===== src/rtl/seg_display_mux.sv =====
// seg_display_mux
// Time-multiplexed N-digit seven-segment driver with double-buffered updates.
// A load strobe captures a packed hex value and per-digit decimal points into
// a shadow buffer. The shadow is copied into the display register only at a
// frame boundary, so a scan never mixes old and new data. Each digit stays
// enabled for CLK_DIV clocks. Digit 0 is the rightmost digit.
//
// Ports:
//   clk       system clock, rising edge
//   reset     asynchronous, active-low reset
//   value     packed nibbles, nibble i drives digit i
//   dp        decimal point per digit, captured together with value
//   load      single-cycle capture strobe
//   blank_lz  leading-zero blanking enable (live, not buffered)
//   seg       registered segments, bit0=a .. bit6=g, bit7=dp
//   dig       registered one-hot digit enable
//   frame     one-cycle pulse on the first output cycle of digit 0 of a frame
//   pending   shadow holds data not yet shown on the display
//
// Load handshake: there is no backpressure. Every cycle with load=1 is
// accepted; a later load before the commit replaces the earlier one, and a
// load in the frame-boundary cycle is committed in that same cycle.
module seg_display_mux #(
  parameter int N_DIGITS   = 4,
  parameter int CLK_DIV    = 1000,
  parameter bit ACTIVE_LOW = 1'b1
) (
  input  logic                  clk,
  input  logic                  reset,
  input  logic [4*N_DIGITS-1:0] value,
  input  logic [N_DIGITS-1:0]   dp,
  input  logic                  load,
  input  logic                  blank_lz,
  output logic [7:0]            seg,
  output logic [N_DIGITS-1:0]   dig,
  output logic                  frame,
  output logic                  pending
);

  localparam int CNT_W = $clog2(CLK_DIV);
  localparam int IDX_W = $clog2(N_DIGITS);
  localparam logic [CNT_W-1:0] CNT_MAX = CNT_W'(CLK_DIV - 1);
  localparam logic [IDX_W-1:0] IDX_MAX = IDX_W'(N_DIGITS - 1);
  // XOR masks: all ones inverts to active-low, all zeros keeps active-high.
  localparam logic [7:0]          SEG_OFF = {8{ACTIVE_LOW}};
  localparam logic [N_DIGITS-1:0] DIG_OFF = {N_DIGITS{ACTIVE_LOW}};

  logic [CNT_W-1:0]      cnt;
  logic [IDX_W-1:0]      idx;
  logic                  tick;
  logic                  wrap;
  logic                  wrap_q;
  logic [4*N_DIGITS-1:0] shadow_val;
  logic [N_DIGITS-1:0]   shadow_dp;
  logic [4*N_DIGITS-1:0] disp_val;
  logic [N_DIGITS-1:0]   disp_dp;

  logic [N_DIGITS-1:0]   hi_zero;
  logic                  zero_run;
  logic [3:0]            cur_nib;
  logic                  cur_dp;
  logic                  blank;
  logic [N_DIGITS-1:0]   onehot;
  logic [7:0]            seg_ah;
  logic [N_DIGITS-1:0]   dig_ah;

  assign tick = (cnt == CNT_MAX);
  assign wrap = tick && (idx == IDX_MAX);

  function automatic logic [6:0] font7(input logic [3:0] n);
    case (n)
      4'h0:    font7 = 7'h3F;
      4'h1:    font7 = 7'h06;
      4'h2:    font7 = 7'h5B;
      4'h3:    font7 = 7'h4F;
      4'h4:    font7 = 7'h66;
      4'h5:    font7 = 7'h6D;
      4'h6:    font7 = 7'h7D;
      4'h7:    font7 = 7'h07;
      4'h8:    font7 = 7'h7F;
      4'h9:    font7 = 7'h6F;
      4'hA:    font7 = 7'h77;
      4'hB:    font7 = 7'h7C;
      4'hC:    font7 = 7'h39;
      4'hD:    font7 = 7'h5E;
      4'hE:    font7 = 7'h79;
      default: font7 = 7'h71;
    endcase
  endfunction

  // Prescaler and scan index.
  always_ff @(posedge clk or negedge reset) begin
    if (!reset) begin
      cnt <= '0;
      idx <= '0;
    end else if (tick) begin
      cnt <= '0;
      idx <= (idx == IDX_MAX) ? '0 : idx + 1'b1;
    end else begin
      cnt <= cnt + 1'b1;
    end
  end

  // Shadow buffer and frame-boundary commit. A load in the boundary cycle
  // bypasses the shadow so it reaches the display without a frame of delay.
  always_ff @(posedge clk or negedge reset) begin
    if (!reset) begin
      shadow_val <= '0;
      shadow_dp  <= '0;
      disp_val   <= '0;
      disp_dp    <= '0;
      pending    <= 1'b0;
    end else begin
      if (load) begin
        shadow_val <= value;
        shadow_dp  <= dp;
      end
      if (wrap && (pending || load)) begin
        disp_val <= load ? value : shadow_val;
        disp_dp  <= load ? dp    : shadow_dp;
        pending  <= 1'b0;
      end else if (load) begin
        pending <= 1'b1;
      end
    end
  end

  // hi_zero[i] is set when display nibbles i..N_DIGITS-1 are all zero.
  always_comb begin
    hi_zero  = '0;
    zero_run = 1'b1;
    for (int i = N_DIGITS - 1; i >= 0; i--) begin
      zero_run   = zero_run & (disp_val[4*i +: 4] == 4'h0);
      hi_zero[i] = zero_run;
    end
  end

  // Active-high segment/digit pattern for the digit at the current index.
  always_comb begin
    cur_nib = disp_val[{idx, 2'b00} +: 4];
    cur_dp  = disp_dp[idx];
    blank   = blank_lz && (idx != '0) && hi_zero[idx];
    onehot  = {{(N_DIGITS-1){1'b0}}, 1'b1} << idx;
    seg_ah  = {cur_dp, font7(cur_nib)};
    dig_ah  = onehot;
    if (blank) begin
      // A blanked digit still lights its decimal point if that bit is set.
      seg_ah = {cur_dp, 7'h00};
      dig_ah = cur_dp ? onehot : '0;
    end
  end

  // Registered outputs. frame is delayed twice so it lines up with the first
  // output cycle of digit 0, which appears one clock after idx wraps.
  always_ff @(posedge clk or negedge reset) begin
    if (!reset) begin
      seg    <= SEG_OFF;
      dig    <= DIG_OFF;
      wrap_q <= 1'b0;
      frame  <= 1'b0;
    end else begin
      seg    <= seg_ah ^ SEG_OFF;
      dig    <= dig_ah ^ DIG_OFF;
      wrap_q <= wrap;
      frame  <= wrap_q;
    end
  end

endmodule


===== config.mk =====
export PLATFORM = sky130hd
export DESIGN_NAME = seg_display_mux
export DESIGN_NICKNAME = d
export VERILOG_FILES = /design/src/rtl/seg_display_mux.sv
export SDC_FILE = /design/constraint.sdc
export NUM_CORES = 1
export LEC_CHECK = 0
export ABC_AREA = 1
export BUFFER_PORTS_ARGS = -buffer_cell sky130_fd_sc_hd__buf_2
export CORE_AREA = 2 2 99 101
export DETAILED_ROUTE_END_ITERATION = 16
export DIE_AREA = 0 0 101 103
export GPL_ROUTABILITY_DRIVEN = 1
export HOLD_SLACK_MARGIN = 0.02
export PLACE_DENSITY = 0.6
export SETUP_SLACK_MARGIN = 0.05
export SYNTH_ARGS = -nofsm -noshare
export SYNTH_HDL_FRONTEND = slang
export SYNTH_SLANG_ARGS = --single-unit

===== constraint.sdc =====
create_clock -name clk -period 4 [get_ports clk]
set_clock_uncertainty 0.2 [all_clocks]
set_input_delay 0.8 -clock clk [delete_from_list [all_inputs] [get_ports clk]]
set_output_delay 0.8 -clock clk [all_outputs]
set_load 0.05 [all_outputs]

# Word level (Yosys, flattened, before mapping)
# Memory sizes are Yosys's and may differ from the RTL's.
# Index checks and enable logic that the tools add are counted.
[totals]
elab_cells = 48
n_memories = 1
output_inout_bits = 14
input_bits = 24
mem_bits_ro = 112
reg_bits = 67
[mem_list]
columns = ["name", "depth", "word_bits", "rd", "rd_clocked_by_memory_dff", "wr", "line_no", "rtl"]
rows = [
  ["(name not given)", 16, 7, 1, 0, 0, "71", "case (n)"],
]
[op_classes]
n_shift = 2
n_eq_ne = 2
n_bitwise = 5
n_reduce_logical = 11
mux = 13
magnitude_cmp = 1
add_sub_neg = 2
[op_table]
columns = ["cell", "count"]
rows = [
  ["4-bit zero test", 4],
  ["16-bit two-way mux", 1],
  ["16-bit by 5-bit indexed part select with 4-bit output", 1],
  ["4-bit two-way mux", 3],
  ["10-bit by 1-bit adder with 10-bit output (second input constant)", 1],
  ["10-bit equality test (second input constant)", 1],
  ["10-bit two-way mux", 1],
  ["8-bit inverter", 1],
  ["7-bit two-way mux", 1],
  ["1-bit binary-select mux with 2-bit select", 2],
  ["1-bit logical AND", 4],
  ["1-bit two-way mux", 4],
  ["4-bit inverter", 1],
  ["2-bit nonzero test", 2],
  ["1-bit by 2-bit left shift with 4-bit output (first input constant)", 1],
  ["1-bit AND", 3],
  ["2-bit by 3-bit < comparator with 1-bit output (second input constant)", 1],
  ["2-bit by 1-bit adder with 2-bit output (second input constant)", 1],
  ["2-bit equality test (second input constant)", 1],
  ["2-bit two-way mux", 1],
  ["1-bit logical OR", 1],
]

# Depth between registers and ports, before layout
[depth]
ltp_word = 9
mapped_depth = 11
mapped_depth_nobuf = 10

# Least setup slack after synthesis
# Ideal clock, no wire load.
[synth_path]
path_kind = "register to register"
startpoint = "register idx[0]"
endpoint = "register seg[5]"
setup_time_ns = 0.086
required_ns = 3.714
period_less_slack_ns = 1.770
arrival_time_ns = 1.484
slack_ns = 2.230
path_buffers = 1
stages_incl_launch_ff = 11
path_cell_list = "dfrtp_1 inv_2 buf_6 nand2_1 nand3_1 nand2_1 inv_1 ha_1 nand3b_1 nand3_1 nand3_1"
[synth_between]
elab_chain_cells = 5
elab_cells_between_ends = 9
classes_between = "1 x shift; 3 x mux; 1 x bitwise; 3 x reduce/logical; 1 x memory"
[synth_rtl]
columns = ["element", "line_no", "rtl"]
rows = [
  ["start: declaration", "49", "logic [IDX_W-1:0] idx;"],
  ["start signal: assignment", "98", "idx <= (idx == IDX_MAX) ? '0 : idx + 1'b1;"],
  ["parallel branches: the longest is 3 deep, another holds memory read 16 x 7 bit", "-", ""],
  ["7-bit two-way mux *", "146", "if (blank) begin"],
  ["8-bit inverter (no source line) *", "-", ""],
  ["end signal: assignment", "162", "seg <= seg_ah ^ SEG_OFF;"],
  ["end: declaration", "34", "output logic [7:0] seg,"],
]
# Every way passes the cells marked *. The select of a mux whose other input is x is not followed.
# A chain may end at the register's enable or synchronous reset.

# Worst setup path after layout
[layout_path]
startpoint = "register idx[0]"
endpoint = "register seg[3]"
# Same word-level chain as after synthesis.

==> flow_metrics.tcl <==
set metrics [dict create \
    maxSlewHeadroom_pct 40.4 \
    grt_overflow 0 \
    max_freq_mhz 434 \
    nets 446 \
    layout_cells_sized_above_1_pct 21.0 \
    tritoncts_clock_tree "done" \
    layout.cell_area.non_filler_sq_um 3650 \
    first_pass_iters 4 \
    dpl_cell_area_sq_um 3450 \
    drt_wl_total_microns 6650 \
    final_min_period_over_clock_period_pct 57.5 \
    preCtsSetupSlack_ps 1680 \
    finalSetupTns_ps 0 \
    power.static_leakage_nw 1.89 \
    p_sw_share_pct 23.6 \
    grt_start_max_net_pins 40 \
    outcome "finished, final reports clean" \
    power.share.combinational_pct 4.2 \
    vias_cell 4.70 \
    timing.hold.worst.class "reg2reg" \
    seq_area_sq_um 1690 \
    syn_area_per_cell_sq_um 8.59 \
    power.ir.vdd_worst_uv 221 \
    synthDistinctLibCells 30 \
    die_area_sq_um 10400 \
    synth_fp_nets 409 \
    cp-end-kind "flop" \
    post_synth_instance_area_sq_um 3200 \
    clk_path_buf_depth 2 \
    final_cell_mix "sky130_fd_sc_hd__nand2_1, sky130_fd_sc_hd__dfrtp_1, sky130_fd_sc_hd__buf_2" \
    wire_per_inst_microns 12.6 \
    antenna_cells_inserted 0 \
    cts-resized-gates 0 \
    clock_power_share_pct 42.3 \
    timing.final.max_slew_violations 0 \
    synthesis.instances 373 \
    gpl.final_weighted_congestion 0.828 \
    die_height_microns 103 \
    cts.sink_count 67 \
    post_cts_hold_buffer_count 0 \
    vias 2484 \
    rsz_0062_raised_after_global_routing "false" \
    timing.critical_path.arrival_ps 2360 \
    cp_data_required_time_ps 4060 \
    ys_warn_count 0 \
    area_of_the_multi_input_gates_sq_um 1320 \
    timing_worst_setup_path_type "reg2reg" \
    core-area_sq_um 9460 \
    cts.htree.levels 3 \
    groute.usage.overall_pct 14.5 \
    final_antenna_net_count 0 \
    first_global_vias 2397 \
    initial_antenna_violation_count 0 \
    p_int_mw 1.00 \
    largest_fanout_on_the_critical_path 16 \
    clk_pin_slew_worst_paths_ps 80 \
    critical_path.startpoint_type "flop" \
    tightestPinTransition_ps 894 \
    fillCellCount 987 \
    cap_viol_max_count 0 \
    final.setup.worst_slack_ps 1700 \
    finalCriticalPeriod_ps 2300 \
    wire_length_of_the_first_global_routing_pass_microns 11800 \
    initial_utilization_pct 33.9 \
    finalHoldViolCount 0 \
    die_w_microns 101 \
    synth_seq_area_share_pct 52.8 \
    cts_made_buffers 9 \
    power_switching_uw 309 \
    finalSetupViolations 0 \
    clk_latency_ps 350 \
    power_per_cell_area_nw_per_um2 359 \
    area_added_between_synthesis_and_finish_pct 13.9 \
    ys_seq_elements 67 \
    drt_first_iter_violations 105 \
    port_buffers 37 \
    core.rowCount 36 \
    clock_tree.root_cell "sky130_fd_sc_hd__clkbuf_8" \
    final_common_cell "sky130_fd_sc_hd__nand2_1" \
    cts_setup_buffers 0 \
    pwr-share-seq_pct 53.4 \
    fin_hold_ws_ps 171 \
    drc 0 \
    io-pin-count 38 \
    detailedPlacementHpwl_microns 4620 \
    total_power_mw 1.31 \
]
==> critical path: stages (launching register included) <==
cell and delay (ps):
sky130_fd_sc_hd__dfrtp_1 650, sky130_fd_sc_hd__inv_2 250, sky130_fd_sc_hd__nand2_1 110, sky130_fd_sc_hd__nand3_1 70, sky130_fd_sc_hd__nand2_1 180, sky130_fd_sc_hd__inv_1 120, sky130_fd_sc_hd__ha_1 230, sky130_fd_sc_hd__nand3b_1 220
sky130_fd_sc_hd__nand3_1 120, sky130_fd_sc_hd__nand3_1 80
==> cell usage after synthesis <==
cell type / n / share of area [%]
sky130_fd_sc_hd__xnor2_1: 2 / 0.55
sky130_fd_sc_hd__o21ai_0: 2 / 0.31
sky130_fd_sc_hd__nand3_1: 29 / 4.5
sky130_fd_sc_hd__nor2_1: 20 / 2.3
sky130_fd_sc_hd__nand4_1: 23 / 4.5
sky130_fd_sc_hd__dfrtp_1: 55 / 43
sky130_fd_sc_hd__or2_2: 1 / 0.20
sky130_fd_sc_hd__inv_2: 4 / 0.47
sky130_fd_sc_hd__buf_4: 2 / 0.47
sky130_fd_sc_hd__buf_6: 5 / 1.8
sky130_fd_sc_hd__nor3_1: 2 / 0.31
sky130_fd_sc_hd__dfstp_2: 12 / 9.8
sky130_fd_sc_hd__nand2_1: 157 / 18
sky130_fd_sc_hd__nor2_4: 2 / 0.70
sky130_fd_sc_hd__clkbuf_1: 2 / 0.23
sky130_fd_sc_hd__inv_1: 15 / 1.8
sky130_fd_sc_hd__clkinv_2: 1 / 0.16
sky130_fd_sc_hd__o21ai_1: 1 / 0.16
sky130_fd_sc_hd__inv_4: 1 / 0.20
sky130_fd_sc_hd__ha_1: 12 / 4.7
sky130_fd_sc_hd__nand3_2: 5 / 1.6
sky130_fd_sc_hd__or2_0: 1 / 0.20
sky130_fd_sc_hd__a31oi_1: 1 / 0.20
sky130_fd_sc_hd__xor2_1: 2 / 0.55
sky130_fd_sc_hd__a21boi_1: 1 / 0.23
sky130_fd_sc_hd__a21oi_1: 3 / 0.47
sky130_fd_sc_hd__nand2_4: 1 / 0.35
sky130_fd_sc_hd__buf_2: 7 / 1.1
sky130_fd_sc_hd__nand2_2: 3 / 0.59
sky130_fd_sc_hd__nand3b_1: 1 / 0.23
==> power by group through the flow <==
stage          combinational, mW  clock (mW)  sequential, mW
2_1_floorplan             0.0245           0           0.711
3_5_place_dp              0.0580           0           0.713
4_1_cts                   0.0582       0.576           0.700
3_3_place_gp              0.0562           0           0.712
6_report                  0.0557       0.554           0.700
5_1_grt                   0.0663       0.608           0.702
==> stage by stage <==
step           util [%]  instances
2_1_floorplan         -        373
3_3_place_gp       36.5        513
3_5_place_dp       36.5        513
4_1_cts            38.6        529
5_1_grt            38.6        529
6_report           38.6        529
==> logic make-up (layout without fill, tap and decap cells) <==
kind of cell	count (synthesis)	in the layout	share of synthesized area, %
simple gates	245	245	33.9
flops	67	67	52.8
buf+inv	37	79	6.13
fa+ha+maj	12	12	4.69
compound gates	8	8	1.37
xor+xnor	4	4	1.09
==> layer usage <==
| layer | routed length (microns) | part of all wire, % | GRT usage (%) |
|---|---|---|---|
| met4 | 106 | 1.6 | 6.03 |
| met3 | 305 | 4.6 | 3.73 |
| met5 | 0 | 0 | 0 |
| met2 | 2800 | 42 | 21.0 |
| met1 | 3440 | 52 | 20.7 |
==> layout make-up <==
class | instances | area share, %
clock buffers | 10 | 3.50
clock inverters | 6 | 1.78
inverters | 21 | 2.26
multi-input cells | 269 | 36.1
flip-flops and latches | 67 | 46.4
well taps | 114 | 3.91
repair buffers | 42 | 6.11
==> sequential cells by signal (all words and copies together), names as in the netlist <==
register,count
disp_val,16
shadow_val,16
cnt,10
seg,8
dig,4
disp_dp,4
shadow_dp,4
idx,2
frame,1
pending,1
wrap_q,1
==> worst paths after layout <==
check	from	end	slack, ps	cells after the start
max	idx[0]	seg[3]	1700	9
min	wrap_q	frame	170	0
max reg2reg	idx[0]	seg[3]	1700	9
min reg2reg	wrap_q	frame	170	0
max in group asynchronous	reset	shadow_val[7]	2490	2
min in group asynchronous	reset	idx[1]	370	1
(Power assumes the default switching activity.)
